<file path="config.mk">
export PLATFORM = sky130hd
export DESIGN_NAME = button_pulse_conditioner
export DESIGN_NICKNAME = d
export VERILOG_FILES = /design/src/rtl/button_pulse_conditioner.sv
export SDC_FILE = /design/constraint.sdc
export NUM_CORES = 1
export LEC_CHECK = 0
export CORE_MARGIN = 5
export CORE_UTILIZATION = 60
export DETAILED_ROUTE_END_ITERATION = 8
export DONT_BUFFER_PORTS = 1
export GPL_TIMING_DRIVEN = 0
export PLACE_DENSITY = 0.87
export SLEW_MARGIN = 20
export SYNTH_ARGS = -nofsm -noshare
export SYNTH_HDL_FRONTEND = slang
export SYNTH_SLANG_ARGS = --single-unit
export TNS_END_PERCENT = 20
</file>
<file path="constraint.sdc">
create_clock -name clk -period 1.2 [get_ports clk]
set_input_delay 0.12 -clock clk [delete_from_list [all_inputs] [get_ports clk]]
set_output_delay 0.12 -clock clk [all_outputs]
set_load 0.02 [all_outputs]
</file>
<file path="src/rtl/button_pulse_conditioner.sv">
// Per-channel button conditioner: 2-FF synchronizer, debounce counter and registered rising-edge
// toggle pulse. Define BTN_LONG_PRESS_EN to add per-channel hold counters driving long_pulse.
module button_pulse_conditioner #(
  parameter int unsigned N_BTN             = 4,
  parameter int unsigned DEBOUNCE_CYCLES   = 16,
  parameter int unsigned LONG_PRESS_CYCLES = 1024
) (
  input  logic             clk,
  input  logic             reset,
  input  logic [N_BTN-1:0] btn_raw,
  input  logic             enable,
  output logic [N_BTN-1:0] btn_level,
  output logic [N_BTN-1:0] btn_pulse,
  output logic [N_BTN-1:0] long_pulse,
  output logic             busy
);

  if (N_BTN < 1) begin : g_chk_n_btn
    $error("N_BTN must be >= 1");
  end
  if (DEBOUNCE_CYCLES < 2) begin : g_chk_debounce
    $error("DEBOUNCE_CYCLES must be >= 2");
  end
  if (LONG_PRESS_CYCLES < 2) begin : g_chk_long
    $error("LONG_PRESS_CYCLES must be >= 2");
  end

  localparam int unsigned CntW = $clog2(DEBOUNCE_CYCLES);
  localparam logic [CntW-1:0] CntMax = CntW'(DEBOUNCE_CYCLES - 1);
  localparam logic [CntW-1:0] CntOne = CntW'(1);

  logic [N_BTN-1:0] sync1_q, sync2_q;
  logic [N_BTN-1:0] level_q, level_d;
  logic [N_BTN-1:0] pulse_q, pulse_d;
  logic [CntW-1:0]  cnt_q [N_BTN];
  logic [CntW-1:0]  cnt_d [N_BTN];

  always_comb begin
    level_d = level_q;
    pulse_d = '0;
    busy    = 1'b0;
    for (int unsigned i = 0; i < N_BTN; i++) begin
      cnt_d[i] = '0;
      if (sync2_q[i] != level_q[i]) begin
        if (cnt_q[i] == CntMax) begin
          level_d[i] = sync2_q[i];
        end else begin
          cnt_d[i] = cnt_q[i] + CntOne;
        end
      end
      // Pulse only on an accepted 0->1; a disabled press is dropped, not deferred.
      pulse_d[i] = level_d[i] & ~level_q[i] & enable;
      busy       = busy | (cnt_q[i] != '0);
    end
  end

  always_ff @(posedge clk) begin
    if (reset) begin
      sync1_q <= '0;
      sync2_q <= '0;
      level_q <= '0;
      pulse_q <= '0;
      for (int unsigned i = 0; i < N_BTN; i++) begin
        cnt_q[i] <= '0;
      end
    end else begin
      sync1_q <= btn_raw;
      sync2_q <= sync1_q;
      level_q <= level_d;
      pulse_q <= pulse_d;
      for (int unsigned i = 0; i < N_BTN; i++) begin
        cnt_q[i] <= cnt_d[i];
      end
    end
  end

  assign btn_level = level_q;
  assign btn_pulse = pulse_q;

`ifdef BTN_LONG_PRESS_EN
  localparam int unsigned HoldW = $clog2(LONG_PRESS_CYCLES + 1);
  localparam logic [HoldW-1:0] HoldMax = HoldW'(LONG_PRESS_CYCLES);
  localparam logic [HoldW-1:0] HoldArm = HoldW'(LONG_PRESS_CYCLES - 1);
  localparam logic [HoldW-1:0] HoldOne = HoldW'(1);

  logic [HoldW-1:0] hold_q [N_BTN];
  logic [HoldW-1:0] hold_d [N_BTN];
  logic [N_BTN-1:0] long_q, long_d;

  always_comb begin
    long_d = '0;
    for (int unsigned i = 0; i < N_BTN; i++) begin
      hold_d[i] = '0;
      if (level_q[i]) begin
        hold_d[i] = (hold_q[i] == HoldMax) ? hold_q[i] : hold_q[i] + HoldOne;
      end
      // Fires on the edge the counter reaches its saturation value, hence once per press.
      long_d[i] = level_q[i] & (hold_q[i] == HoldArm) & enable;
    end
  end

  always_ff @(posedge clk) begin
    if (reset) begin
      long_q <= '0;
      for (int unsigned i = 0; i < N_BTN; i++) begin
        hold_q[i] <= '0;
      end
    end else begin
      long_q <= long_d;
      for (int unsigned i = 0; i < N_BTN; i++) begin
        hold_q[i] <= hold_d[i];
      end
    end
  end

  assign long_pulse = long_q;
`else
  assign long_pulse = '0;
`endif

endmodule

</file>
-- After elaboration in Yosys (flattened, before gate mapping)
Memory sizes are Yosys's and may differ from the RTL's.
Index checks and enable logic that the tools add are counted.
- equal/unequal tests: 8
- muxes and demuxes: 23
- $add $sub $neg: 4
- reduce and logical (&&, ||, !) cells: 4
- bitwise operators: 19
- operators by type and width (operator ; count):
    $mux 4 ; 12
    $add 4x1->4 const B ; 4
    $eq 4x4->1 const B ; 4
    $reduce_bool 4->1 ; 4
    $mux 1 ; 11
    $and 1x1->1 ; 8
    $or 1x1->1 ; 7
    $ne 1x1->1 ; 4
    $not 1->1 ; 4
- flip-flop bits (word level): 16
- word-level logic and storage cells: 63
- input bits: 7
- memories: 1
- output and inout port bits: 13
- memory bits (writable): 16
- memory list (memory ; depth ; bits a word ; rd ports ; clocked after memory_dff ; wr ports ; line ; text):
    cnt_q ; 4 ; 4 ; 4 ; 0 ; 4 ; 35 ; logic [CntW-1:0] cnt_q [N_BTN];

-- Logic depth before layout (Yosys ltp)
An unclocked memory read counts as a cell.
- word-level depth: 6
- mapped depth: 5
- gate-level depth less buffers: 5

-- Worst setup path after synthesis
OpenSTA, ideal clock, no wires.
- path type: register to output
- from: memory cnt_q[0][0] in the netlist's numbering
- to: output busy
- arrival time: 0.923 ns
- cell stages (with the launch flop): 5
- path slack: 0.157 ns
- path buffers: 0
- path through: dfxtp_1 -> inv_1 -> ha_1 -> nor4b_1 -> nand3_1
- RTL lines (what ; line ; text):
    from (decl) ; 35 ;
    to (decl) ; 15 ; output logic busy

==> flow_summary_export.csv <==
group,metric,value,unit
outcome,status,"finished, violations left",
outcome,violations,"negative setup slack",
sta,holdWs,0.0694,ns
yosys,synth_cell_type_count,19,
detailed_routing,wl,2750,µm
worst_setup_path,rr_endpoint,"cnt_q[0][2]",
yosys,synth_top_area_share,51.3,%
yosys,syn-cell-area,0.00125,mm²
sta,rsz0062_at_grt,"true",
sta,fmaxAchievable,743,MHz
worst_setup_path,ff2ff_path_depth,5,
sta,setup_violations,3,
grt,grt_pass1_wl,4140,µm
final_layout,num-fill-cells,109,
detailed_routing,drt_pre_antenna_iters,4,
yosys,synth.area.top_cells,"dfxtp_1 (51%), ha_1 (8.0%), xor2_1 (7.0%)",
floorplanning,core,0.00198,mm²
worst_hold_path,hold_path.class,"in2reg",
sta,fin_crit_sh,112,%
sta,finalHoldViolations,0,
yosys,synthCells,128,
floorplanning,rows,16,
flow_run,maxCapViolCount,0,
final_layout,antenna_cells,0,
floorplanning,ioPinCount,20,
yosys,yosysTopAreaCell,"dfxtp_1",
worst_setup_path,endpoint_kind,"output port",
sta,fin_crit,1.35,ns
final_layout,area_delta_synth_final,36.4,%
worst_setup_path,crit_type,"reg2out",
worst_setup_path,crit_path_end,"busy",
grt,grt_util_all_layers,17.8,%
sta,fin_ws,-0.146,ns
grt,grt_antenna_before_repair,0,
detailed_routing,routedWlPerCell,15.3,µm
worst_setup_path,rr_startpoint,"cnt_q[0][1]",
clock_network,numCtsBuffers,5,
yosys,synth-seq-cells,32,
power,vdd_ir_drop_max,1.27,mV
detailed_routing,dr_total_vias,932,
power,finalPower,2.00,mW
clock_network,cts_tree,"yes",
worst_setup_path,cp.required,1.08,ns
yosys,synth.avg_cell_area,9.76,µm²
worst_setup_path,crit_start,"cnt_q[1][1]",
worst_setup_path,arrival,1.23,ns
detailed_routing,drtAntennaViolNets,0,
grt,gr-total-overflow,0,
placed_design,dpl.hpwl,1590,µm
grt,grt_pass1_vias,953,
floorplanning,die_h,55.6,µm
clock_network,clkTransAtPathRegs,0.10,ns
yosys,ys_warn_count,0,
worst_setup_path,startpoint_type,"flip-flop",
sta,report.final.slew_viol_count,0,
detailed_routing,route.detailed.drc,0,
clock_network,clk_path_buf_depth,2,
worst_setup_path,r2r_slack,-0.01,ns
sta,skew,0.00476,ns
yosys,yosysSeqAreaShare,51.3,%
clock_network,htree_num_levels,2,
placed_design,gp_congestion,0.662,
clock_network,cts.sinks,32,
grt,grt_max_degree,11,
floorplanning,die-area,0.00309,mm²
worst_setup_path,crit_fanout,2,
clock_network,clkLatencyLatePin,0.33,ns
final_layout,fin_util,85.9,%
placed_design,portBuffers,0,
floorplanning,die_x,55.6,µm
power,p_leak,0.731,nW
power,p_per_area,1170,mW/mm²
final_layout,drive_gt1_share,42.5,%
clock_network,cts_root_buffer,"clkbuf_4",
detailed_routing,routed_via_density,5.18,
final_layout,final_nets,167,
floorplanning,start_util,63.0,%
detailed_routing,drtIter0Drc,16,
[state kept, by name (all words and copies together), names as in the netlist]
register / cells
cnt_q: 16
btn_level: 4
btn_pulse: 4
sync1_q: 4
sync2_q: 4
[cell families (layout without fill, tap and decap cells)]
family	count (synthesis)	in the layout	synth area share (%)
buffers and inverters	21	43	7.62
other	1	4	0.300
AND/OR/NAND/NOR	50	50	21.1
adder cells (fa/ha/maj)	8	8	8.02
flip-flops	32	32	51.3
XOR/XNOR	12	12	8.42
multiplexers	4	4	3.21
[area by class of cell]
class                      count  area [µm²]  share of cell area [%]
timing repair buffer          14         118                    6.91
inverter                      16        60.1                    3.53
sequential                    32         652                    38.3
clock buffer                   6        41.3                    2.42
multi-input combinational     78         728                    42.8
buffer                         5        35.0                    2.06
clock inverter                 2        35.0                    2.06
tap                           27        33.8                    1.98
[cells in the mapped netlist]
master / instances
nor2_1: 18
mux2i_1: 4
dfxtp_1: 32
nor4b_2: 1
nand2_1: 2
nor2b_1: 8
inv_1: 16
conb_1: 1
nand3_2: 1
and3_1: 2
xnor2_1: 2
buf_2: 1
xor2_1: 10
ha_1: 8
nor4_1: 3
nor3_1: 1
buf_4: 4
nor4b_1: 2
nand3_1: 12
[cell usage in the layout, fill, tap and decap left out]
cell and count:
dfxtp_1 23, nor2_1 16, buf_4 13, xor2_1 10, dfxtp_2 9, inv_2 8
inv_1 8, nor2b_1 8, nand3_2 6, ha_4 6, clkbuf_4 5, dlygate4sd3_1 5
nand3_1 4, mux2i_1 4, conb_1 4, nand3_4 3, nor4_2 3, nor4b_4 2
and3_1 2, xnor2_1 2, nor2_2 2, ha_2 2, nand2_2 1, nor3_2 1
buf_2 1, nand2_1 1, nor4b_2 1, clkinv_2 1, bufinv_16 1, clkbuf_1 1
[how the worst min path moves through the flow]
stage | from | endpoint | slack (ns) | cells past startpoint
global placement | reset | sync1_q[0] | 0.19 | 1
global route | reset | sync2_q[0] | 0.07 | 2
finish | enable | btn_pulse[2] | 0.07 | 2
floorplan | reset | sync1_q[0] | 0.19 | 1
detailed placement | reset | sync1_q[1] | 0.19 | 1
CTS | enable | btn_pulse[2] | 0.03 | 2
[what timing repair did]
item	CTS	global route
hold buffers	5	0
gates resized for setup	34	19
hold endpoints to repair	4	0
endpoints found under the setup margin	1	19
gates cloned	0	0
pin swaps	6	5
buffers inserted	8	1
[metrics by stage]
stage                     setup slack, ns  setup TNS (ns)  instances  cell area (µm²)
after detailed placement           0.0136               0        158             1290
final                              -0.146          -0.171        180             1700
after global routing               -0.212          -0.396        180             1700
after CTS                          -0.163          -0.163        179             1600
after floorplan                     0.157               0        131             1260
after global placement             0.0221               0        158             1290
[per-layer routing]
metal  vias up  global-route usage, %  share of wire, %
li1        450                      -                 -
met1       442                   17.8                36
met2        25                   31.8                55
met3        15                   5.10               4.8
met4         0                   11.5               4.3
met5         -                      0                 0
[critical path: stages, from the launching register on]
cell,delay (ns)
dfxtp_2,0.34
inv_2,0.06
ha_4,0.13
nand2_2,0.06
nor3_2,0.13
nand3_2,0.18
[power by group]
| group | internal (mW) | switching [mW] |
|---|---|---|
| clock | 0.436 | 0.359 |
| combinational | 0.0530 | 0.0640 |
| sequential | 1.08 | 0.00941 |
Power figures use the tool's default switching activity.
==> edit, RTL diff (same settings) <==
Register the output `btn_pulse` once more, with the module's reset; this adds one clock of latency there. The other outputs are not delayed to match.
--- a/src/rtl/button_pulse_conditioner.sv
+++ b/src/rtl/button_pulse_conditioner.sv
@@ -77,3 +77,9 @@
   assign btn_level = level_q;
-  assign btn_pulse = pulse_q;
+  always_ff @(posedge clk) begin
+    if (reset) begin
+      btn_pulse <= '0;
+    end else begin
+      btn_pulse <= pulse_q;
+    end
+  end
 
Formal check against the unedited RTL: no difference found for any inputs over 10 cycles, from zero or initial values and one cycle with reset high; that may be too few to reach the edited logic, so the function may still have changed.
==> edit against the original RTL <==
The run still ends with negative setup slack left. Routed wire length is 6.9% lower. Critical path depth is 1 lower. Final area rose by 4.7%. Final cell count up 5.0%. Sequential cell count up 4. Synthesized cell count increased by 6.3%. Non-clock buffer count grew 1. Synthesized area up 11%. Fmax fell by 2.9%. Clock skew grew 0.0043 ns. Worst setup slack lost 0.040 ns. Power increased by 8.8%. Register-to-register slack better by 0.03 ns.
==> edit: results (changes against the original RTL) <==
<table>
<tr><th>Metric</th><th>Value</th></tr>
<tr><th colspan="2">Status</th></tr>
<tr><td>Failing checks</td><td>negative setup slack</td></tr>
<tr><td>Outcome</td><td>finished with violations</td></tr>
<tr><th colspan="2">Final layout</th></tr>
<tr><td>Share of cells above drive strength 1</td><td>32.92% (-9.6 points)</td></tr>
<tr><td>Non-clock buffering overhead</td><td>9.614% (+0.65 points)</td></tr>
<tr><td>Number of combinational gates with multiple inputs</td><td>83 (+6.4%)</td></tr>
<tr><td>Number of nets in the finished design</td><td>175 (+4.8%)</td></tr>
<tr><td>Fill cell instance count of the final layout</td><td>141 (+29%)</td></tr>
<tr><td>Area fraction of clock buffers and clock inverters</td><td>4.281% (-0.20 points)</td></tr>
<tr><td>Inverter count</td><td>14 (-2)</td></tr>
<tr><th colspan="2">CTS</th></tr>
<tr><td>Setup Fix Bufs, Post-CTS</td><td>7 (-1)</td></tr>
<tr><td>Hold buffer count at cts</td><td>7 (+2)</td></tr>
<tr><th colspan="2">Pwr</th></tr>
<tr><td>Leakage</td><td>0.0007906 µW (+8.1%)</td></tr>
<tr><td>Clock network fraction of total power</td><td>38.2% (-1.6 points)</td></tr>
<tr><td>Net switching power</td><td>464.7 µW (+7.4%)</td></tr>
<tr><th colspan="2">Synthesis</th></tr>
<tr><td>Cells taking the most area after synthesis</td><td>dfxtp_1, ha_1, xor2_1</td></tr>
<tr><td>Number of storage elements in the synthesis netlist</td><td>36 (+13%)</td></tr>
<tr><td>Share of the yosys chip area belonging to registers</td><td>51.89% (+0.59 points)</td></tr>
<tr><th colspan="2">Critical path</th></tr>
<tr><td>R2R setup slack</td><td>0.02 ns (+0.03 ns)</td></tr>
<tr><td>Worst endpoint data arrival time</td><td>1.27 ns (+0.04 ns)</td></tr>
<tr><th colspan="2">STA</th></tr>
<tr><td>Finish-stage setup viols</td><td>1 (-2)</td></tr>
<tr><td>Post-route worst setup slack</td><td>-0.1869 ns (-0.04050 ns)</td></tr>
<tr><th colspan="2">Global routing</th></tr>
<tr><td>Pin count of the biggest net entering global routing</td><td>12 (+1)</td></tr>
<tr><th colspan="2">Route</th></tr>
<tr><td>Sum of routed wire length over all layers</td><td>2.557 mm (-6.9%)</td></tr>
<tr><td>Per-cell via count in the routed design</td><td>4.878 (-5.8%)</td></tr>
<tr><th colspan="2">Place</th></tr>
<tr><td>Gpl congestion</td><td>0.6988 (+5.6%)</td></tr>
</table>
-- edit: cell types whose count changed in the layout (fill, tap and decap cells not counted), sizes merged --
cell          delta
a31oi            +1
and3             -1
and3b            +2
buf              -1
dfxtp            +4
dlygate4sd3      +1
dlymetal6s4s     +1
inv              -2
nand2b           +1
nand3            -4
nand3b           +3
nor2             -1
nor2b            +4
-- edit: stage by stage --
stage / setup slack [ns] / util [%] / std cells / setup TNS, ns / total power, µW
finish: -0.1869 / 80.60 / 189 / -0.1869 / 2177
global route: -0.2723 / 80.60 / 189 / -0.5884 / 2267
CTS: -0.1967 / 77.71 / 189 / -0.2316 / 2176
detailed placement: -0.005671 / 64.88 / 167 / -0.005671 / 1329
global placement: 0.01630 / 64.88 / 167 / 0 / 1327
floorplan: 0.1571 / - / 139 / 0 / 1316
